--- config.mk ---
export PLATFORM = sky130hd
export DESIGN_NAME = shufflenet_mul_rr_arbiter
export DESIGN_NICKNAME = d
export VERILOG_FILES = /design/src/rtl/shufflenet_mul_pkg.sv /design/src/rtl/shufflenet_mul_pipe.sv /design/src/rtl/shufflenet_mul_rr_arbiter.sv
export SDC_FILE = /design/constraint.sdc
export NUM_CORES = 1
export LEC_CHECK = 0
export CAP_MARGIN = 20
export CORE_MARGIN = 4
export CORE_UTILIZATION = 45
export CTS_CLUSTER_DIAMETER = 40
export DETAILED_ROUTE_END_ITERATION = 8
export GPL_ROUTABILITY_DRIVEN = 0
export PLACE_DENSITY_LB_ADDON = 0.25
export SETUP_SLACK_MARGIN = 0.5
export SYNTH_ARGS = -nofsm -noshare
export SYNTH_HDL_FRONTEND = slang
export SYNTH_SLANG_ARGS = --single-unit
--- constraint.sdc ---
create_clock -name ap_clk -period 7.23 [get_ports ap_clk]
set_input_delay 1.8075 -clock ap_clk [delete_from_list [all_inputs] [get_ports ap_clk]]
set_output_delay 1.8075 -clock ap_clk [all_outputs]
set_load 0.01 [all_outputs]
--- src/rtl/shufflenet_mul_pkg.sv ---
`default_nettype none
// ============================================================================
//  Module      : shufflenet_mul_pkg
//  Description : Shared types, default widths and round-robin pick helper
//                for the shared-multiplier arbiter.
//  Revision    : 1.0 - initial release
// ============================================================================
package shufflenet_mul_pkg;

  localparam int A_W_DEF = 12;
  localparam int B_W_DEF = 10;
  localparam int P_W_DEF = 22;
  // Requester index / tag width, sized for the largest supported NUM_REQ (8)
  localparam int IDX_W   = 3;

  typedef enum logic [0:0] {
    ST_IDLE  = 1'b0,
    ST_BURST = 1'b1
  } arb_state_e;

  // First set bit of valid at or above ptr, wrapping at n. ptr must be < n.
  function automatic logic [IDX_W-1:0] rr_pick(input logic [7:0]       valid,
                                               input logic [IDX_W-1:0] ptr,
                                               input logic [3:0]       n);
    logic [IDX_W-1:0] pick;
    logic             found;
    logic [3:0]       idx;
    pick  = '0;
    found = 1'b0;
    for (int i = 0; i < 8; i++) begin
      idx = {1'b0, ptr} + 4'(i);
      if (idx >= n) idx = idx - n;
      if (!found && (4'(i) < n) && valid[idx[IDX_W-1:0]]) begin
        pick  = idx[IDX_W-1:0];
        found = 1'b1;
      end
    end
    return pick;
  endfunction

endpackage
`default_nettype wire

--- src/rtl/shufflenet_mul_pipe.sv ---
`default_nettype none
// ============================================================================
//  Module      : shufflenet_mul_pipe
//  Description : MUL_LAT-stage unsigned multiplier with a parallel valid/tag
//                shift chain. Operand regs, product reg and a held output reg
//                map onto the DSP48 A/B, M and P registers.
//  Revision    : 1.0 - initial release
// ============================================================================
module shufflenet_mul_pipe
  import shufflenet_mul_pkg::*;
#(
  parameter int A_W     = A_W_DEF,
  parameter int B_W     = B_W_DEF,
  parameter int P_W     = P_W_DEF,
  parameter int TAG_W   = IDX_W,
  parameter int MUL_LAT = 3
) (
  input  logic             clk_i,
  input  logic             rst_ni,
  input  logic             valid_i,
  input  logic [TAG_W-1:0] tag_i,
  input  logic [A_W-1:0]   a_i,
  input  logic [B_W-1:0]   b_i,
  output logic             valid_o,
  output logic [TAG_W-1:0] tag_o,
  output logic [P_W-1:0]   p_o,
  output logic             busy_o
);

  // Number of product-carrying registers, the last one being the held output
  localparam int P_ST = (MUL_LAT >= 2) ? MUL_LAT - 1 : 1;

  logic [MUL_LAT-1:0] valid_q;
  logic [MUL_LAT:0]   w_vchain;
  logic [TAG_W-1:0]   tag_q [MUL_LAT];
  logic [A_W-1:0]     w_a;
  logic [B_W-1:0]     w_b;
  logic [P_W-1:0]     w_prod;
  logic [P_W-1:0]     p_q;

  // w_vchain[k] is the valid of the beat entering stage k on the next edge
  assign w_vchain = {valid_q, valid_i};
  assign w_prod   = {{B_W{1'b0}}, w_a} * {{A_W{1'b0}}, w_b};

  // Valid and tag travel alongside the data; cleared on reset so nothing
  // in flight survives it
  always_ff @(posedge clk_i or negedge rst_ni) begin
    if (!rst_ni) begin
      valid_q <= '0;
      for (int k = 0; k < MUL_LAT; k++) tag_q[k] <= '0;
    end else begin
      valid_q  <= w_vchain[MUL_LAT-1:0];
      tag_q[0] <= tag_i;
      for (int k = 1; k < MUL_LAT; k++) tag_q[k] <= tag_q[k-1];
    end
  end

  generate
    if (MUL_LAT >= 2) begin : g_inreg
      logic [A_W-1:0] a_q;
      logic [B_W-1:0] b_q;
      // Operand registers (DSP A/B regs)
      always_ff @(posedge clk_i) begin
        a_q <= a_i;
        b_q <= b_i;
      end
      assign w_a = a_q;
      assign w_b = b_q;
    end else begin : g_noinreg
      assign w_a = a_i;
      assign w_b = b_i;
    end

    if (P_ST == 1) begin : g_pdirect
      // Output register loads only for a live beat so the bus holds otherwise
      always_ff @(posedge clk_i or negedge rst_ni) begin
        if (!rst_ni)                 p_q <= '0;
        else if (w_vchain[MUL_LAT-1]) p_q <= w_prod;
      end
    end else begin : g_pchain
      logic [P_W-1:0] mid_q [P_ST-1];
      // Product and intermediate registers (DSP M reg and beyond)
      always_ff @(posedge clk_i) begin
        mid_q[0] <= w_prod;
        for (int k = 1; k < P_ST - 1; k++) mid_q[k] <= mid_q[k-1];
      end
      // Held output register (DSP P reg)
      always_ff @(posedge clk_i or negedge rst_ni) begin
        if (!rst_ni)                 p_q <= '0;
        else if (w_vchain[MUL_LAT-1]) p_q <= mid_q[P_ST-2];
      end
    end
  endgenerate

  assign valid_o = valid_q[MUL_LAT-1];
  assign tag_o   = tag_q[MUL_LAT-1];
  assign p_o     = p_q;
  assign busy_o  = |valid_q;

endmodule
`default_nettype wire

--- src/rtl/shufflenet_mul_rr_arbiter.sv ---
`default_nettype none
// ============================================================================
//  Module      : shufflenet_mul_rr_arbiter
//  Description : Round-robin, burst-granular arbiter sharing one pipelined
//                unsigned multiplier among NUM_REQ requesters; products are
//                returned as one-hot tagged pulses on a shared bus.
//  Revision    : 1.0 - initial release
// ============================================================================
module shufflenet_mul_rr_arbiter
  import shufflenet_mul_pkg::*;
#(
  parameter int NUM_REQ   = 4,
  parameter int A_W       = A_W_DEF,
  parameter int B_W       = B_W_DEF,
  parameter int P_W       = P_W_DEF,
  parameter int MUL_LAT   = 3,
  parameter int MAX_BURST = 16
) (
  input  logic                   ap_clk,
  input  logic                   ap_rst_n,
  input  logic [NUM_REQ-1:0]     req_valid,
  input  logic [NUM_REQ-1:0]     req_last,
  input  logic [NUM_REQ*A_W-1:0] req_a,
  input  logic [NUM_REQ*B_W-1:0] req_b,
  output logic [NUM_REQ-1:0]     req_ready,
  output logic [NUM_REQ-1:0]     rsp_valid,
  output logic [P_W-1:0]         rsp_p,
  output logic                   busy
);

  localparam int BCNT_W = $clog2(MAX_BURST + 1);

  arb_state_e        state_q, state_d;
  logic [IDX_W-1:0]  owner_q, owner_d;
  logic [IDX_W-1:0]  rr_ptr_q, rr_ptr_d;
  logic [BCNT_W-1:0] beat_cnt_q, beat_cnt_d;

  logic [7:0]        w_valid8;
  logic [7:0]        w_last8;
  logic              w_issue;
  logic              w_release;
  logic [IDX_W-1:0]  w_owner_next;
  logic [A_W-1:0]    w_a;
  logic [B_W-1:0]    w_b;
  logic              w_pipe_valid;
  logic [IDX_W-1:0]  w_pipe_tag;
  logic              w_pipe_busy;

  assign w_valid8     = 8'(req_valid);
  assign w_last8      = 8'(req_last);
  assign w_issue      = (state_q == ST_BURST) && w_valid8[owner_q];
  assign w_release    = w_last8[owner_q] || (beat_cnt_q == BCNT_W'(MAX_BURST - 1));
  assign w_owner_next = (owner_q == IDX_W'(NUM_REQ - 1)) ? '0 : owner_q + IDX_W'(1);

  // Arbitration state registers
  always_ff @(posedge ap_clk or negedge ap_rst_n) begin
    if (!ap_rst_n) begin
      state_q    <= ST_IDLE;
      owner_q    <= '0;
      rr_ptr_q   <= '0;
      beat_cnt_q <= '0;
    end else begin
      state_q    <= state_d;
      owner_q    <= owner_d;
      rr_ptr_q   <= rr_ptr_d;
      beat_cnt_q <= beat_cnt_d;
    end
  end

  // Grant selection in IDLE, beat counting and release in BURST
  always_comb begin
    state_d    = state_q;
    owner_d    = owner_q;
    rr_ptr_d   = rr_ptr_q;
    beat_cnt_d = beat_cnt_q;
    case (state_q)
      ST_IDLE: begin
        if (|req_valid) begin
          owner_d    = rr_pick(w_valid8, rr_ptr_q, 4'(NUM_REQ));
          beat_cnt_d = '0;
          state_d    = ST_BURST;
        end
      end
      ST_BURST: begin
        if (w_issue) begin
          beat_cnt_d = beat_cnt_q + BCNT_W'(1);
          if (w_release) begin
            state_d  = ST_IDLE;
            rr_ptr_d = w_owner_next;
          end
        end
      end
      default: state_d = ST_IDLE;
    endcase
  end

  // Ready goes only to the current owner, and only while the burst is open
  always_comb begin
    req_ready = '0;
    for (int i = 0; i < NUM_REQ; i++)
      req_ready[i] = (state_q == ST_BURST) && (owner_q == IDX_W'(i));
  end

  // Owner's operand slices feed the multiplier
  always_comb begin
    w_a = '0;
    w_b = '0;
    for (int i = 0; i < NUM_REQ; i++) begin
      if (owner_q == IDX_W'(i)) begin
        w_a = req_a[i*A_W +: A_W];
        w_b = req_b[i*B_W +: B_W];
      end
    end
  end

  shufflenet_mul_pipe #(
    .A_W     (A_W),
    .B_W     (B_W),
    .P_W     (P_W),
    .TAG_W   (IDX_W),
    .MUL_LAT (MUL_LAT)
  ) u_pipe (
    .clk_i   (ap_clk),
    .rst_ni  (ap_rst_n),
    .valid_i (w_issue),
    .tag_i   (owner_q),
    .a_i     (w_a),
    .b_i     (w_b),
    .valid_o (w_pipe_valid),
    .tag_o   (w_pipe_tag),
    .p_o     (rsp_p),
    .busy_o  (w_pipe_busy)
  );

  // Decode the returning tag into the one-hot result strobe
  always_comb begin
    rsp_valid = '0;
    for (int i = 0; i < NUM_REQ; i++)
      rsp_valid[i] = w_pipe_valid && (w_pipe_tag == IDX_W'(i));
  end

  assign busy = (state_q == ST_BURST) || w_pipe_busy;

endmodule
`default_nettype wire

==> metrics.txt, run 1 <==
Syn Area/Cell 9.57 µm²; Worst-Margin Slew approximately 970 ps; crit-path max FO 10; H-tree depth 3; clk_skew between 7 and 8 ps; remaining antenna violation count 0; f_max 190 MHz; Post-DP Area 8940 µm²; Die Y 137 µm; vias in the first global route 5563; Worst EP required 7450 ps; Final Hold Viols 0; # DRC 0; Yosys warnings 0; DRT iter0 DRCs 300; Critical R2R Launch u_pipe.g_inreg.a_q[0]; FF-to-FF path depth 16; Nets 1131; latest clock arrival within the worst-skew pair 350 ps; pin count of the biggest net entering global routing 47; # Post-CTS Setup Buffers 0; Initial Util 46.5%; first-pass GRT wire length 26800 µm; Crit Path Class flip-flop to flip-flop; TritonRoute pass-1 iters 4; initial antenna violation count 0; synthesis-to-finish area growth 23.3%; Main synth FF type dfrtp_1; top-count cell post-synth nand2_1; synth top area cells fa_1, dfrtp_1, dfxtp_1; status finished, final reports clean; Inserted Clock Buffers 9; hold path start u_pipe.tag_q[8]; Synth top area share 20.8%; number of vias per cell between 5 and 6; Rel. slew slack 35.4%; Post-Layout Cell Count 1111; Vias 5567; fill cell count 1454; post-cts gate resize count 0; port bufs 128; commonest cells in the netlist nand2_1, inv_1, and2_1, fa_1, ha_1; #FFs+latches synth 90; sequential fraction of the synthesis area 27.1%; global route overflow 0; placement row count 46; clock-pin slew on the worst setup and hold paths 60 ps; CTS tree built; reg2reg setup slack around 2000 ps; Final Cycle Share 72.7%; minimum hold slack 350 ps; Max Cap Violations 0; gr usage total 18.0%; Worst Hold Path EP u_pipe.tag_q[5]; Longest Clk Path Bufs 2; kind of start point of the critical path flip-flop; hold path depth 0; post-layout min period 5260 ps; antenna cells 0; Final TNS setup 0 ps; Placed Cells 1094; hold_buf cts 0; final setup fails 0; Die X 137 µm; RSZ-0062 raised after global routing false; area of the mapped netlist 7500 µm²; FFs w/ async S/R, synth approximately 51%; cell taking the most area after synthesis fa_1; wire per inst 14.4 µm; Unique masters post-synth 55; Crit path arrival time between 5000 and 6000 ps; clock sink count 90; Crit. End Element flip-flop; hpwl dp about 13000 µm; Post-synth EDFFs 0; Detailed Route WL 15900 µm; CORE AREA 16100 µm²; Mapped Nets 1025; Finished Cell Area between 9000 and 10000 µm²; final slew viol count 0; R2R Path End u_pipe.g_pchain.mid_q[0][18]; num ports roughly 130; root buffer cell clkbuf_16; DIE AREA 18800 µm²; Min-Delay Path Class flip-flop to flip-flop; share of cells above drive strength 1 under 10%; Post-Synthesis Cells 784
[cell usage in the layout, fill, tap and decap left out, drive strengths merged, types with 9 or more instances in the layout]
cell	count
dfxtp	44
inv	91
a22oi	22
ha	65
fa	78
clkbuf	9
nand2	112
clkdlybuf4s50	127
o21ai	59
nor2	15
and2	79
a21oi	14
mux2	24
dfrtp	46
xnor2	15
[worst max-delay path, cell delays in order (launching register included)]
cell and delay, ps:
dfxtp_1 510, nand2_1 140, fa_1 520, fa_1 580, inv_1 60, fa_1 500
fa_1 540, inv_1 50, fa_1 520, inv_1 40, ha_1 380, and4_1 250
a2111oi_2 420, o2bb2ai_1 180, o21ai_0 170, a31oi_1 110, xor2_1 160
[layout make-up]
cell class              instances  area, µm²  share of cell area (%)
well taps                     216        270                    2.92
multi-input cells             567       4990                    54.0
clock inverters                 7       67.6                   0.730
inverters                      89        334                    3.61
clock buffers                   9        225                    2.43
flip-flops and latches         90       2030                    22.0
repair buffers                133       1330                    14.3
[worst max path at each step]
| stage | startpoint | end | slack (ps) |
|---|---|---|---|
| after floorplan | u_pipe.g_inreg.b_q[3] | u_pipe.g_pchain.mid_q[0][18] | 2170 |
| after global placement | u_pipe.g_inreg.a_q[0] | u_pipe.g_pchain.mid_q[0][18] | 2060 |
| after detailed placement | u_pipe.g_inreg.b_q[3] | u_pipe.g_pchain.mid_q[0][18] | 1960 |
| after CTS | u_pipe.g_inreg.b_q[3] | u_pipe.g_pchain.mid_q[0][18] | 1960 |
| after global routing | u_pipe.g_inreg.a_q[0] | u_pipe.g_pchain.mid_q[0][18] | 1670 |
| final | u_pipe.g_inreg.a_q[0] | u_pipe.g_pchain.mid_q[0][18] | 1970 |
[sequential cells by signal, indices dropped and copies added, names as in the netlist]
signal / count
beat_cnt_q: 5
u_pipe.valid_q: 3
u_pipe.tag_q: 6
rr_ptr_q: 3
u_pipe.g_pchain.mid_q: 22
u_pipe.p_o: 22
u_pipe.g_inreg.b_q: 10
owner_q: 3
u_pipe.g_inreg.a_q: 12
state_q: 1
u_pipe.tag_o: 3
[cell families (layout without fill, tap and decap cells)]
logic type / after synthesis / after routing / synth area share [%]
and+or+nand+nor: 238 / 238 / 15.8
adders and majority gates: 143 / 143 / 31.7
AOI/OAI and AO/OA: 133 / 133 / 11.2
buffers and inverters: 127 / 238 / 6.41
DFF: 90 / 90 / 27.1
muxes: 33 / 33 / 5.47
xor gates and xnor gates: 20 / 20 / 2.34
[per-layer routing]
metal	share of wire (%)	up-vias	track usage, %
met3	7.3	19	4.82
met5	0	-	0
met2	43	172	26.0
li1	-	2780	-
met1	48	2596	26.2
met4	1.8	0	5.93
[metrics by stage]
step / utilization (%) / setup WS [ps]
after floorplan: - / 2170
after global placement: 55.5 / 2060
after detailed placement: 55.5 / 1960
after CTS: 57.3 / 1960
after global routing: 57.4 / 1670
final: 57.4 / 1970
Power of run 1 is not shown: default switching activity piles up to over one toggle a cycle in this logic, so the estimate is an artifact.
==> inputs of run 2 (changes only) <==
==> constraint.sdc (replaced) <==
create_clock -name ap_clk -period 4.3 [get_ports ap_clk]
set_input_delay 1.075 -clock ap_clk [delete_from_list [all_inputs] [get_ports ap_clk]]
set_output_delay 1.075 -clock ap_clk [all_outputs]
set_load 0.01 [all_outputs]
==> run 2 against run 1 <==
Net effect:
- the flow now finishes with violations (setup timing)
- critical path depth grew 2
- hold slack got worse by 1.6 ps
- register-to-register slack got worse by 2300 ps
- non-clock buffer count grew 92
- clock-buffer cell count up 2
- global-route usage grew 1.4 points
- first-iteration DRC count shrank 27%
- via count is 7.5% higher
- largest cell class unchanged
==> metrics.txt, run 2 (synthesis results as in run 1) <==
final core occ 65.8%; H-tree depth 3; latest clock arrival within the worst-skew pair 350 ps; initial antenna violation count 0; Crit path arrival time 4860 ps; root buffer cell clkbuf_16; Detailed Route WL 17600 µm; share of cells above drive strength 1 24.6%; Crit Path Class flip-flop to flip-flop; Min-Delay Path Class flip-flop to flip-flop; placement row count 46; hpwl dp 14100 µm; commonest non-fill, non-tap cell in the layout clkdlybuf4s50_1; reg2reg setup slack -330 ps; port bufs 128; Final Cycle Share 108%; Nets 1223; most frequent cells in the layout clkdlybuf4s50_1, nand2_1, inv_1; RSZ-0062 raised after global routing true; DRT iter0 DRCs between 200 and 250; # DRC 0; gr usage total 19.4%; Crit. End Element flip-flop; status finished with violations; violated checks setup timing; Worst-Margin Slew roughly 990 ps; clock-pin slew on the worst setup and hold paths 70 ps; Vias 5987; first-pass GRT wire length 28900 µm; remaining antenna violation count 0; Inserted Clock Buffers 9; f_max approximately 220 MHz; Die X approximately 140 µm; kind of start point of the critical path flip-flop; Final Hold Viols 0; Initial Util 46.5%; Worst EP required 4530 ps; Rel. slew slack 34.2%; synthesis-to-finish area growth 41.4%; wire per inst approximately 15 µm; num ports about 130; hold_buf cts 0; Die Y 137 µm; fin worst setup slack -332 ps; final setup fails 11; Max Cap Violations 0; CORE AREA between 15000 and 20000 µm²; clock sink count 90; vias in the first global route 6250; post-layout min period 4630 ps; clk_skew 15.7 ps; global route overflow 0; crit-path max FO 5; TritonRoute pass-1 iters 6; antenna cells 0; CTS tree built; Longest Clk Path Bufs 2; final slew viol count 0; DIE AREA 18800 µm²; pin count of the biggest net entering global routing 47; number of vias per cell 4.98
run 2: path summary, 6_finish.rpt:
| check | start | endpoint | cells after the start |
|---|---|---|---|
| max | u_pipe.g_inreg.a_q[7] | u_pipe.g_pchain.mid_q[0][20] | 18 |
| max reg2reg | u_pipe.g_inreg.a_q[7] | u_pipe.g_pchain.mid_q[0][20] | 18 |
| max in group asynchronous | ap_rst_n | u_pipe.tag_q[5] | 2 |
| min | u_pipe.tag_q[8] | u_pipe.tag_q[5] | 0 |
| min reg2reg | u_pipe.tag_q[8] | u_pipe.tag_q[5] | 0 |
| min in group asynchronous | ap_rst_n | u_pipe.p_o[21] | 1 |
run 2: critical path, cell delays in order, from the launching register on:
cell and delay, ps:
dfxtp_4 380, buf_6 110, nand2_2 50, fa_1 540, inv_2 40, fa_1 510
fa_1 430, fa_1 490, inv_1 50, fa_1 480, inv_2 50, ha_4 280
buf_6 100, nand4_1 130, nor2_2 230, a2bb2oi_2 100, o311ai_2 250, a21oi_1 130
xnor2_1 150
run 2: layer usage:
| metal | part of all wire [%] | wire length [µm] | global-route usage, % | vias up |
|---|---|---|---|---|
| met5 | 0 | 0 | 0 | - |
| met4 | 1.9 | 343 | 6.04 | 0 |
| met3 | 6.0 | 1060 | 4.85 | 21 |
| met2 | 47 | 8200 | 31.6 | 166 |
| met1 | 45 | 8010 | 25.5 | 2833 |
| li1 | - | - | - | 2967 |
run 2: cell type report:
cell class | instances | area (µm²)
clock buffer | 11 | 243
clock inverter | 5 | 62.6
fill | 1253 | 5510
inverter | 89 | 334
multi-input combinational | 567 | 5470
sequential | 90 | 2080
tap | 216 | 270
timing repair buffer | 225 | 2140
run 2: through the flow:
stage,setup slack (ps),setup TNS [ps],hold WS (ps),instance area [µm²],cells
floorplan,-195,-747,331,7840,784
global placement,-308,-2150,332,9740,1172
detailed placement,-423,-2990,335,9760,1173
CTS,-301,-2340,350,10400,1199
global route,-523,-4650,354,10600,1203
finish,-332,-2820,348,10600,1203
run 2: what timing repair did:
| item | in CTS | in global routing |
|---|---|---|
| endpoints found under the setup margin | 16 | 16 |
| resized for setup | 71 | 37 |
| setup buffers | 10 | 3 |
| hold endpoints to repair | 0 | 0 |
| pin swaps | 29 | 18 |
Power of run 2 is left out for the same reason.
